## src/rtl/util_pkg.sv

```systemverilog
// Shared pipeline utility types: state encoding for the skid pipeline register.
package util_pkg;

    typedef enum logic [1:0] {
        SKID_EMPTY = 2'd0,
        SKID_BUSY  = 2'd1,
        SKID_FULL  = 2'd2
    } skid_state_t;

endpackage

```

## src/rtl/pipe_skid_reg.sv

```systemverilog
// Pipeline register with a 1-entry skid buffer; ready is registered so no comb path crosses stages.
// Latency 1 cycle, 1 transfer/cycle; in_ready drops only when both main and skid hold data.
module pipe_skid_reg
    import util_pkg::*;
#(
    parameter int               WIDTH     = 32,
    parameter logic [WIDTH-1:0] RESET_VAL = '0
) (
    input  logic             clk,
    input  logic             rstn,
    input  logic             flush,
    input  logic             in_valid,
    output logic             in_ready,
    input  logic [WIDTH-1:0] in_data,
    output logic             out_valid,
    input  logic             out_ready,
    output logic [WIDTH-1:0] out_data
);

    skid_state_t      state, state_nxt;
    logic [WIDTH-1:0] main_q, main_nxt;
    logic [WIDTH-1:0] skid_q, skid_nxt;
    logic             in_f, out_f;

    assign out_valid = (state != SKID_EMPTY);
    assign in_ready  = (state != SKID_FULL);
    assign out_data  = main_q;

    assign in_f  = in_valid & in_ready;
    assign out_f = out_valid & out_ready;

    always_comb begin
        state_nxt = state;
        main_nxt  = main_q;
        skid_nxt  = skid_q;
        unique case (state)
            SKID_EMPTY: begin
                if (in_f) begin
                    main_nxt  = in_data;
                    state_nxt = SKID_BUSY;
                end
            end
            SKID_BUSY: begin
                if (in_f && out_f) begin
                    main_nxt = in_data;
                end else if (in_f) begin
                    skid_nxt  = in_data;
                    state_nxt = SKID_FULL;
                end else if (out_f) begin
                    state_nxt = SKID_EMPTY;
                end
            end
            SKID_FULL: begin
                // in_ready is low here, so the skid entry drains into main with no new input.
                if (out_f) begin
                    main_nxt  = skid_q;
                    state_nxt = SKID_BUSY;
                end
            end
            default: state_nxt = SKID_EMPTY;
        endcase
        // Squash discards anything accepted this cycle; a same-cycle output was already delivered.
        if (flush) begin
            state_nxt = SKID_EMPTY;
            main_nxt  = RESET_VAL;
            skid_nxt  = RESET_VAL;
        end
    end

    always_ff @(posedge clk or negedge rstn) begin
        if (!rstn) begin
            state  <= SKID_EMPTY;
            main_q <= RESET_VAL;
            skid_q <= RESET_VAL;
        end else begin
            state  <= state_nxt;
            main_q <= main_nxt;
            skid_q <= skid_nxt;
        end
    end

endmodule
```

## config.mk

```make
export PLATFORM = sky130hd
export DESIGN_NAME = pipe_skid_reg
export DESIGN_NICKNAME = d
export VERILOG_FILES = /design/src/rtl/util_pkg.sv /design/src/rtl/pipe_skid_reg.sv
export SDC_FILE = /design/constraint.sdc
export NUM_CORES = 1
export LEC_CHECK = 0
export CORE_ASPECT_RATIO = 1.4
export CORE_MARGIN = 2
export CORE_UTILIZATION = 40
export CTS_CLUSTER_SIZE = 40
export DETAILED_ROUTE_END_ITERATION = 12
export MAX_ROUTING_LAYER = met4
export PLACE_DENSITY = 0.79
export REMOVE_ABC_BUFFERS = 1
export SLEW_MARGIN = 20
export SYNTH_ARGS = -nofsm -noshare
export SYNTH_HDL_FRONTEND = slang
export SYNTH_SLANG_ARGS = --single-unit
export TNS_END_PERCENT = 1
```

## constraint.sdc

```tcl
create_clock -name clk -period 1.8 [get_ports clk]
set_input_delay 0.18 -clock clk [delete_from_list [all_inputs] [get_ports clk]]
set_output_delay 0.18 -clock clk [all_outputs]
set_load 0.02 [all_outputs]
```

==> results of run 1 <==
-- per-layer routing --
layer	part of all wire (%)	routed length (microns)	up-vias	global-route usage, %
met5	0	0	-	-
met4	2.2	202	0	7.44
met3	5.7	509	18	5.26
met2	51	4590	98	32.1
met1	41	3690	1460	23.5
li1	-	-	1397	-
-- stage by stage --
stage / util, % / setup WS, ps / cell area (sq um)
floorplan: - / -599 / 3240
global placement: 53.1 / 24.2 / 4350
detailed placement: 53.1 / -38.2 / 4350
CTS: 56.8 / -19.5 / 4660
global route: 59.4 / -88.8 / 4870
finish: 59.4 / -24.2 / 4870
-- flip-flops by register name, summed over array words and instances, names as in the netlist --
name,flops
state,2
out_data,32
skid_q,32
-- final timing paths --
path                               end  cells after the start  slack, ps       start
setup / recovery              state[0]                      6        -20    state[0]
hold / removal              skid_q[27]                      3        340       flush
max in group asynchronous  out_data[6]                      3        760        rstn
setup reg to reg              state[0]                      6        -20    state[0]
min in group asynchronous   skid_q[27]                      2        440        rstn
hold reg to reg             skid_q[31]                      2        520  skid_q[31]
-- layout make-up --
class	count	area, sq um
Sequential cell	66	1650
Clock buffer	12	256
Tap cell	102	128
Clock inverter	4	26.3
Multi-Input combinational cell	221	1580
Inverter	38	143
Fill cell	682	3330
Timing Repair Buffer	101	1090
-- cell usage after synthesis, types with 4 or more instances --
| master | n | area, sq um |
|---|---|---|
| nand2b_1 | 4 | 25.0 |
| a21oi_1 | 34 | 170 |
| inv_1 | 38 | 143 |
| clkbuf_1 | 17 | 63.8 |
| mux2i_1 | 32 | 320 |
| buf_2 | 10 | 50.1 |
| nand2_1 | 64 | 240 |
| dfrtp_1 | 66 | 1650 |
| or3_1 | 33 | 206 |
| ha_1 | 5 | 62.6 |
| o32ai_1 | 32 | 280 |
-- tightest hold or removal path, stage by stage --
cell     delay [ps]
buf_2           130
buf_12          180
a21oi_2         130
-- placed cells by master (no fill, tap or decap), drive strengths merged, types with 2 or more instances in the layout --
| master | n |
|---|---|
| a21boi | 2 |
| a21oi | 35 |
| buf | 30 |
| clkbuf | 14 |
| clkdlybuf4s50 | 66 |
| clkinv | 3 |
| dfrtp | 66 |
| dlygate4sd2 | 2 |
| ha | 5 |
| inv | 38 |
| mux2i | 32 |
| nand2 | 64 |
| nand2b | 4 |
| nand3b | 2 |
| nor2 | 2 |
| o31ai | 2 |
| o32ai | 33 |
| or3 | 33 |
-- logic make-up after synthesis --
logic type | after synthesis
AND/OR/NAND/NOR | 109
multiplexers | 32
buffers and inverters | 68
adder cells (fa/ha/maj) | 5
AO/OA/AOI/OAI | 75
flip-flops | 66
-- report_power, final --
group	switching (uW)	internal [uW]
clock network	638	1000
logic	1870	1700
registers	230	1860
-- timing repair --
item                                   in CTS  in global routing
hold buffers                                1                  0
setup endpoints to repair                  34                 66
pin swaps                                   0                  1
gates cloned                                0                  3
endpoints found under the hold margin      49                  0
setup buffers                               0                  3
resized for setup                           7                 28
==> results.tsv, run 1 <==
metric	value	unit
crit end category	flip-flop	
CTS tree	yes	
# IOs	71	
die footprint	0.00921	sq mm
Post-Route WL	9000	microns
routability congestion estimate	0.817	
Clock transition at path regs	50	ps
Max IR drop VDD	0.703	mV
row cnt	39	
Final min period	1820	ps
Pleak	0.00191	uW
# nets final	479	
outcome	complete, but fails checks	
post-synthesis sequential area ratio	48.9	%
Mean Syn Cell Area	9.52	sq um
max_slew headroom	55.2	%
fin cells	544	
final worst slack	-24.2	ps
synth unique cells	28	
Fin Setup TNS	-24.2	ps
die height	113	microns
slew at the pin closest to its max-slew limit	673	ps
RSZ-0062 raised after global routing	yes	
crit-path max FO	6	
Remaining Overflow, GRT	0	
Via density	5.47	
number of global-route vias before repair	2882	
synthesized flop and latch total	66	
Synth warnings	0	
worst skew pair latency	330	ps
total power	7300	uW
Layout area overhead	44.1	%
crit path launch type	flip-flop	
pin count of the biggest net entering global routing	76	
Die Wd	81.7	microns
Core Region	0.00820	sq mm
Initial DRT Pass Iterations	4	
combinational family with the most area after synthesis	compound AO/OA/AOI/OAI gates	
CP required	2030	ps
ys flop type	dfrtp_1	
count of flip-flops with a built-in enable after synthesis	0	
Setup CP Type	reg2reg	
Tot GR Track Use	19.8	%
Slowest-stage cell, CP	or4_1	
adder-cell share of the synthesized area	1.85	%
Synth Instances	355	
Port Buffer Count	70	
dominant delay contributor by cell family on the critical path	simple AND/OR/NAND/NOR gates	
Root Driver	clkbuf_16	
maxcap violations	0	
Synth Area in Simple Gates	15.4	%
Arr. time, crit path	2050	ps
min-delay worst type	in2reg	
Final Hold Viols	0	
mux contribution to synthesized area	9.47	%
cts bufs inserted	9	
Placed Cells	521	
share of cells above drive strength 1	17.2	%
Starting Density	41.2	%
Synth Area in Compound Gates	16.0	%
initial antenna violation count	0	
Worst Path Buf+Inv	1	
hold slack	343	ps
Mapped Area	0.00338	sq mm
failing checks	negative setup slack	
via count	2973	
antenna cells	0	
Slew Viols, Final	0	
Post-DP HPWL	5480	microns
first-pass GRT wire length	13600	microns
Initial DRC Count	157	
wire length per cell	16.5	microns
Remaining DRCs	0	
post-route clock period utilization	101	%
Clock Sinks	66	
worst-path cell chain	inv_2, ha_4, nand2b_2, o22ai_1, or4_1, o31ai_1	
asr flop ratio synth	100	%
Max Fclk	548	MHz
CTS Buffer Depth	2	
XOR/XNOR Fraction of Synth Area	0	%
htree depth	3	
Final ANT Viol Nets	0	
Setup violations, final	1	
Cell Pwr Density	1500	mW/mm^2
CP peak stage delay	530	ps
Fin Clk Skew	3.70	ps
Power figures use the tool's default switching activity.
==> run 2, diff against run 1 <==
--- a/config.mk
+++ b/config.mk
@@ -8,7 +8,7 @@
 export CORE_ASPECT_RATIO = 1.4
 export CORE_MARGIN = 2
 export CORE_UTILIZATION = 40
-export CTS_CLUSTER_SIZE = 40
+export CTS_CLUSTER_SIZE = 24
 export DETAILED_ROUTE_END_ITERATION = 12
 export MAX_ROUTING_LAYER = met4
 export PLACE_DENSITY = 0.79
==> results of run 2 <==
No change in the layout: final DEF, timing and power equal those of run 1.
